[src/rtl/spectrum_peak_scan.sv]
// ============================================================================
// spectrum_peak_scan : per-frame band peak / energy scanner with Nios registers
// Rev 1.0
// ============================================================================
`default_nettype none

module spectrum_peak_scan #(
  parameter int FRAME_LEN = 256,
  parameter int BIN_W     = 8,
  parameter int ACC_W     = 48
) (
  input  logic        clk,
  input  logic        rst,
  input  logic        in_valid,
  input  logic        in_sop,
  input  logic        in_eop,
  input  logic [31:0] in_data,
  input  logic [5:0]  in_exp,
  input  logic        cs,
  input  logic        wr,
  input  logic        rd,
  input  logic [3:0]  addr,
  input  logic [31:0] wrdata,
  output logic [31:0] rddata,
  output logic        irq
);

  typedef enum logic [0:0] {
    IDLE  = 1'b0,
    ACCUM = 1'b1
  } state_t;

  localparam logic [BIN_W-1:0] c_last_bin = BIN_W'(FRAME_LEN - 1);
  localparam logic [ACC_W-1:0] c_acc_max  = '1;

  localparam logic [3:0] c_addr_ctrl      = 4'd0;
  localparam logic [3:0] c_addr_band      = 4'd1;
  localparam logic [3:0] c_addr_status    = 4'd2;
  localparam logic [3:0] c_addr_peak_val  = 4'd3;
  localparam logic [3:0] c_addr_peak_info = 4'd4;
  localparam logic [3:0] c_addr_energy_lo = 4'd5;
  localparam logic [3:0] c_addr_energy_hi = 4'd6;
  localparam logic [3:0] c_addr_frame_cnt = 4'd7;

  state_t             state_q, state_d;
  logic               enable_q, enable_d;
  logic [BIN_W-1:0]   lo_q, lo_d;
  logic [BIN_W-1:0]   hi_q, hi_d;
  logic               done_q, done_d;
  logic               len_err_q, len_err_d;
  logic               ovr_q, ovr_d;
  logic [31:0]        peak_val_q, peak_val_d;
  logic [BIN_W-1:0]   peak_idx_q, peak_idx_d;
  logic [5:0]         peak_exp_q, peak_exp_d;
  logic [ACC_W-1:0]   energy_q, energy_d;
  logic [15:0]        frame_cnt_q, frame_cnt_d;
  logic [BIN_W-1:0]   bin_q, bin_d;
  logic [31:0]        acc_peak_q, acc_peak_d;
  logic [BIN_W-1:0]   acc_idx_q, acc_idx_d;
  logic [ACC_W-1:0]   acc_energy_q, acc_energy_d;
  logic [31:0]        rddata_q, rddata_d;

  logic               w_bus_wr;
  logic               w_bus_rd;
  logic [BIN_W-1:0]   w_beat_bin;
  logic               w_in_band;
  logic [ACC_W:0]     w_sum;
  logic [ACC_W-1:0]   w_sum_sat;
  logic [ACC_W-1:0]   w_first_energy;
  logic [31:0]        w_nxt_peak;
  logic [BIN_W-1:0]   w_nxt_idx;
  logic [ACC_W-1:0]   w_nxt_energy;
  logic               w_done_set;
  logic               w_len_err_set;
  logic [31:0]        w_rd_mux;
  logic [31:0]        w_peak_info;
  logic [63:0]        w_energy_ext;
  logic               w_unused;

  assign w_bus_wr = cs & wr;
  assign w_bus_rd = cs & rd & ~wr;

  // A sop beat is always bin 0, even when it restarts a frame in ACCUM.
  assign w_beat_bin     = (state_q == ACCUM && !in_sop) ? bin_q + 1'b1 : '0;
  assign w_in_band      = (w_beat_bin >= lo_q) && (w_beat_bin <= hi_q);
  assign w_sum          = {1'b0, acc_energy_q} + {{(ACC_W-31){1'b0}}, in_data};
  assign w_sum_sat      = w_sum[ACC_W] ? c_acc_max : w_sum[ACC_W-1:0];
  assign w_first_energy = w_in_band ? {{(ACC_W-32){1'b0}}, in_data} : '0;

  always_comb begin
    w_nxt_peak   = acc_peak_q;
    w_nxt_idx    = acc_idx_q;
    w_nxt_energy = acc_energy_q;
    if (w_in_band) begin
      w_nxt_energy = w_sum_sat;
      if (in_data > acc_peak_q) begin
        w_nxt_peak = in_data;
        w_nxt_idx  = w_beat_bin;
      end
    end
  end

  always_comb begin
    state_d       = state_q;
    bin_d         = bin_q;
    acc_peak_d    = acc_peak_q;
    acc_idx_d     = acc_idx_q;
    acc_energy_d  = acc_energy_q;
    peak_val_d    = peak_val_q;
    peak_idx_d    = peak_idx_q;
    peak_exp_d    = peak_exp_q;
    energy_d      = energy_q;
    frame_cnt_d   = frame_cnt_q;
    w_done_set    = 1'b0;
    w_len_err_set = 1'b0;

    case (state_q)
      IDLE: begin
        if (in_valid && in_sop && enable_q) begin
          if (in_eop) begin
            w_len_err_set = 1'b1;
          end else begin
            bin_d        = '0;
            acc_peak_d   = w_in_band ? in_data : '0;
            acc_idx_d    = '0;
            acc_energy_d = w_first_energy;
            state_d      = ACCUM;
          end
        end
      end

      ACCUM: begin
        if (!enable_q) begin
          state_d = IDLE;
        end else if (in_valid) begin
          if (in_sop) begin
            w_len_err_set = 1'b1;
            if (in_eop) begin
              state_d = IDLE;
            end else begin
              bin_d        = '0;
              acc_peak_d   = w_in_band ? in_data : '0;
              acc_idx_d    = '0;
              acc_energy_d = w_first_energy;
            end
          end else begin
            bin_d        = w_beat_bin;
            acc_peak_d   = w_nxt_peak;
            acc_idx_d    = w_nxt_idx;
            acc_energy_d = w_nxt_energy;
            if (in_eop && w_beat_bin == c_last_bin) begin
              peak_val_d  = w_nxt_peak;
              peak_idx_d  = w_nxt_idx;
              peak_exp_d  = in_exp;
              energy_d    = w_nxt_energy;
              frame_cnt_d = frame_cnt_q + 16'd1;
              w_done_set  = 1'b1;
              state_d     = IDLE;
            end else if (in_eop || w_beat_bin == c_last_bin) begin
              w_len_err_set = 1'b1;
              state_d       = IDLE;
            end
          end
        end
      end

      default: state_d = IDLE;
    endcase
  end

  // Bus writes first, then flag sets, so a set beats a same-cycle W1C.
  always_comb begin
    enable_d  = enable_q;
    lo_d      = lo_q;
    hi_d      = hi_q;
    done_d    = done_q;
    len_err_d = len_err_q;
    ovr_d     = ovr_q;

    if (w_bus_wr) begin
      case (addr)
        c_addr_ctrl: enable_d = wrdata[0];
        c_addr_band: begin
          lo_d = wrdata[BIN_W-1:0];
          hi_d = wrdata[16+BIN_W-1:16];
        end
        c_addr_status: begin
          done_d    = done_q    & ~wrdata[0];
          len_err_d = len_err_q & ~wrdata[1];
          ovr_d     = ovr_q     & ~wrdata[2];
        end
        default: ;
      endcase
    end

    if (w_done_set) begin
      done_d = 1'b1;
      if (done_q) ovr_d = 1'b1;
    end
    if (w_len_err_set) len_err_d = 1'b1;
  end

  always_comb begin
    w_peak_info                = '0;
    w_peak_info[BIN_W-1:0]     = peak_idx_q;
    w_peak_info[21:16]         = peak_exp_q;
    w_energy_ext               = '0;
    w_energy_ext[ACC_W-1:0]    = energy_q;

    case (addr)
      c_addr_ctrl:      w_rd_mux = {31'd0, enable_q};
      c_addr_band: begin
        w_rd_mux                 = '0;
        w_rd_mux[BIN_W-1:0]      = lo_q;
        w_rd_mux[16+BIN_W-1:16]  = hi_q;
      end
      c_addr_status:    w_rd_mux = {29'd0, ovr_q, len_err_q, done_q};
      c_addr_peak_val:  w_rd_mux = peak_val_q;
      c_addr_peak_info: w_rd_mux = w_peak_info;
      c_addr_energy_lo: w_rd_mux = w_energy_ext[31:0];
      c_addr_energy_hi: w_rd_mux = w_energy_ext[63:32];
      c_addr_frame_cnt: w_rd_mux = {16'd0, frame_cnt_q};
      default:          w_rd_mux = '0;
    endcase

    rddata_d = w_bus_rd ? w_rd_mux : rddata_q;
  end

  always_ff @(posedge clk) begin
    if (rst) begin
      state_q      <= IDLE;
      enable_q     <= 1'b0;
      lo_q         <= '0;
      hi_q         <= '0;
      done_q       <= 1'b0;
      len_err_q    <= 1'b0;
      ovr_q        <= 1'b0;
      peak_val_q   <= '0;
      peak_idx_q   <= '0;
      peak_exp_q   <= '0;
      energy_q     <= '0;
      frame_cnt_q  <= '0;
      bin_q        <= '0;
      acc_peak_q   <= '0;
      acc_idx_q    <= '0;
      acc_energy_q <= '0;
      rddata_q     <= '0;
    end else begin
      state_q      <= state_d;
      enable_q     <= enable_d;
      lo_q         <= lo_d;
      hi_q         <= hi_d;
      done_q       <= done_d;
      len_err_q    <= len_err_d;
      ovr_q        <= ovr_d;
      peak_val_q   <= peak_val_d;
      peak_idx_q   <= peak_idx_d;
      peak_exp_q   <= peak_exp_d;
      energy_q     <= energy_d;
      frame_cnt_q  <= frame_cnt_d;
      bin_q        <= bin_d;
      acc_peak_q   <= acc_peak_d;
      acc_idx_q    <= acc_idx_d;
      acc_energy_q <= acc_energy_d;
      rddata_q     <= rddata_d;
    end
  end

  assign rddata = rddata_q;
  assign irq    = done_q;

  assign w_unused = ^wrdata;

endmodule

`default_nettype wire

[config.mk]
export PLATFORM = sky130hd
export DESIGN_NAME = spectrum_peak_scan
export DESIGN_NICKNAME = d
export VERILOG_FILES = /design/src/rtl/spectrum_peak_scan.sv
export SDC_FILE = /design/constraint.sdc
export NUM_CORES = 1
export LEC_CHECK = 0
export CAP_MARGIN = 20
export CORE_MARGIN = 5
export CORE_UTILIZATION = 40
export CTS_BUF_LIST = sky130_fd_sc_hd__clkbuf_2
export CTS_CLUSTER_DIAMETER = 60
export CTS_CLUSTER_SIZE = 8
export DETAILED_ROUTE_END_ITERATION = 10
export PLACE_DENSITY = 0.59
export SYNTH_ARGS = -nofsm -noshare
export SYNTH_HDL_FRONTEND = slang
export SYNTH_SLANG_ARGS = --single-unit
[constraint.sdc]
create_clock -name clk -period 5.9 [get_ports clk]
set_input_delay 1.475 -clock clk [delete_from_list [all_inputs] [get_ports clk]]
set_output_delay 1.475 -clock clk [all_outputs]
set_load 0.02 [all_outputs]
==> impl_metrics.py <==
metrics = {
    "run": {
        "cap_viol_max_count": 0,
    },
    "timing": {
        "finalCritPeriodShare": 0.808,
        "relSlewSlack": 0.319,
        "skew_ns": 0.0512,
        "rsz0062_at_grt": "false",
        "fmax_mhz": 210,
        "setup-tns-final_ns": 0,
        "hold_violations": 0,
        "setup_viol": 0,
        "min_period_ns": 4.77,
        "drv_slew": 0,
        "worst_pin_slew_ns": 1.01,
    },
    "route": {
        "vias_per_cell": 6.06,
        "ant_nets": 0,
        "wl_met1_um": 25400,
        "first_pass_iters": 8,
        "dr_total_vias": 15000,
        "drt_iter0_drc": 1377,
        "wl_met2_um": 24400,
        "drc": 1,
        "drt-wirelength-per-cell_um": 22.0,
        "routed_wl_um": 54500,
        "met3_length_um": 3810,
        "top_layer_used": "met4",
    },
    "clock_tree": {
        "cts_resized": 0,
        "post_cts_buffers": 0,
        "clock_path_buffers": 3,
        "cts_tree": "done",
        "htree_levels": 2,
        "clk_latency_ns": 0.83,
        "cts_buffers": 38,
        "cts_hold_buffers": 0,
        "cts-root-buf": "clkbuf_2",
        "cts_sinks": 259,
        "path_clk_slew_ns": 0.14,
    },
    "outcome": {
        "status": "complete, but fails checks",
        "violations": "DRC",
    },
    "setup_path": {
        "worstRegToRegCells": 16,
        "startpoint": "in_sop",
        "required_ns": 6.57,
        "rrSetupSlack_ns": 1.55,
        "end_kind": "register",
        "cp_max_fo": 24,
        "critPathKind": "primary input to register",
        "start_kind": "primary input",
        "r2r-start": "bin_q[0]$_SDFFE_PP0P_",
        "cp.arrival_ns": 5.44,
    },
    "cells_and_area": {
        "fin_util": 0.459,
        "instances_no_fill": 2473,
        "final_area_um2": 17300,
        "drive_above_1_share": 0.0888,
        "fin_nets": 2123,
        "area_growth_pct": 12.8,
    },
    "hold_path": {
        "hp-class": "register to register",
        "hp-start": "energy_q[24]$_SDFFE_PP0P_",
        "hold_path_depth": 2,
    },
    "synth": {
        "async_flop_share": 0,
        "synthTopCellsByArea": "dfxtp_1, ha_1, nor2_1, a21oi_1, nand2_1",
        "syn_avg_cell_area_um2": 8.16,
        "synth_common_cells": "dfxtp_1, nor2_1, nand2_1, a21oi_1, clkbuf_1",
        "syn_area_um2": 15400,
        "ys_seq_elements": 259,
        "synth-edff-count": 0,
        "synth_cells": 1882,
        "seq_area_frac_synth": 0.337,
        "synth_top_area_frac": 0.337,
        "synth.most_common_cell": "dfxtp_1",
        "yosysWarnings": 0,
        "syn_nets": 2047,
        "yosysTopAreaCell": "dfxtp_1",
        "ys_types": 87,
        "synthFlopType": "dfxtp_1",
    },
    "pwr": {
        "ir_drop_v": 0.0000898,
        "p_clk_frac": 0.283,
        "p_int_mw": 2.15,
        "p_seq_frac": 0.575,
        "power-per-cell-area_nw_per_um2": 178,
        "p_sw_mw": 0.927,
        "power_frac_comb": 0.141,
        "p_leak_nw": 6.25,
        "p_sw_frac": 0.301,
        "p_total_mw": 3.08,
    },
    "grt": {
        "antenna_found_initial": 2,
        "grt_usage": 0.247,
        "grt_pass1_vias": 13800,
        "grt_overflow": 0,
        "grt_max_degree": 152,
        "grt_pass1_wl_um": 83000,
    },
    "place": {
        "io_buffers": 98,
        "dp_cells": 2428,
        "routabilityCongestion": 0.889,
        "placed_cell_area_um2": 17100,
        "place_hpwl_um": 39600,
    },
    "floorplan": {
        "start_util": 0.407,
        "ioPinCount": 115,
        "die-area_um2": 42400,
        "core_area_um2": 37800,
        "die_h_um": 206,
        "dieWidth_um": 206,
        "num_rows": 71,
    },
}
[layout make-up]
| cell class | instances | area [µm²] |
|---|---|---|
| diodes | 2 | 5.00 |
| clock buffers | 38 | 190 |
| clock inverters | 4 | 45.0 |
| fillers | 3825 | 20400 |
| inverters | 69 | 259 |
| multi-input cells | 1420 | 9400 |
| flip-flops and latches | 259 | 5180 |
| well taps | 511 | 639 |
| repair buffers | 170 | 1610 |
[per-layer routing]
layer | GRT usage | vias to the layer above
li1 | - | 7168
met1 | 0.363 | 7219
met2 | 0.389 | 553
met3 | 0.0362 | 57
met4 | 0.0482 | 0
met5 | 0 | -
[power by group through the flow]
stage / clock (mW) / sequential [mW] / combinational, mW
after global routing: 0.958 / 1.77 / 0.466
after detailed placement: 0 / 1.81 / 0.427
after floorplan: 0 / 1.82 / 0.230
after global placement: 0 / 1.81 / 0.424
after CTS: 0.895 / 1.77 / 0.429
final: 0.872 / 1.77 / 0.435
[placed cells by master, fill, tap and decap left out, types with 6 or more instances in the layout]
| master | instances |
|---|---|
| a211oi_1 | 74 |
| a21o_1 | 30 |
| a21oi_1 | 147 |
| a221o_1 | 30 |
| a221oi_1 | 29 |
| a22o_1 | 17 |
| a22oi_1 | 33 |
| a311oi_1 | 10 |
| a31o_2 | 13 |
| a31oi_1 | 7 |
| and2_1 | 6 |
| and3_1 | 18 |
| buf_12 | 7 |
| buf_4 | 64 |
| clkbuf_2 | 38 |
| clkdlybuf4s50_1 | 96 |
| dfxtp_1 | 259 |
| ha_1 | 82 |
| inv_1 | 69 |
| mux2_2 | 11 |
| mux2i_1 | 47 |
| nand2_1 | 162 |
| nand2b_1 | 9 |
| nand3_1 | 65 |
| nand3b_1 | 6 |
| nand4_1 | 20 |
| nor2_1 | 208 |
| nor2b_1 | 11 |
| nor3_1 | 59 |
| nor4_1 | 6 |
| o211ai_1 | 32 |
| o21a_1 | 12 |
| o21ai_0 | 52 |
| o21ai_1 | 6 |
| o21bai_1 | 10 |
| o221ai_1 | 29 |
| o22ai_1 | 18 |
| o31ai_1 | 10 |
| xnor2_1 | 31 |
| xor2_1 | 26 |
[logic make-up after synthesis]
group | count (synthesis) | synth area share
XOR/XNOR | 57 | 0.0325
adder cells (fa/ha/maj) | 85 | 0.0694
flip-flops | 259 | 0.337
buffers and inverters | 203 | 0.0532
AO/OA/AOI/OAI | 610 | 0.283
AND/OR/NAND/NOR | 608 | 0.183
multiplexers | 60 | 0.0416
[registers in the layout, indices dropped and copies added, names as in the netlist, 16 cells and up]
name / flops
rddata: 32
acc_peak_q: 32
peak_val_q: 32
energy_q: 48
frame_cnt_q: 16
acc_energy_q: 48
[path summary, 6_finish.rpt]
| path | endpoint |
|---|---|
| setup / recovery | acc_peak_q[3]$_SDFFE_PP0P_ |
| hold / removal | energy_q[24]$_SDFFE_PP0P_ |
| setup reg to reg | acc_peak_q[3]$_SDFFE_PP0P_ |
| hold reg to reg | energy_q[24]$_SDFFE_PP0P_ |
[critical path, cell delays in order]
cell and delay (ns):
clkdlybuf4s50_1 0.43, nand2b_1 0.25, nor2_1 0.30, ha_1 0.30
and3_1 0.20, nor2b_1 0.13, o31a_1 0.27, maj3_1 0.35
a21o_2 0.32, nor2_4 0.29, buf_4 0.31, nand4_1 0.22
buf_4 0.30, o221ai_1 0.20, nor2_1 0.06
[metrics by stage]
step / hold WS, ns / setup slack [ns]
6_report: 0.465 / 1.13
5_1_grt: 0.488 / 0.898
4_1_cts: 0.466 / 1.18
3_5_place_dp: 0.447 / 0.292
3_3_place_gp: 0.440 / 0.308
2_1_floorplan: 0.429 / 1.02
Power figures use the tool's default switching activity.
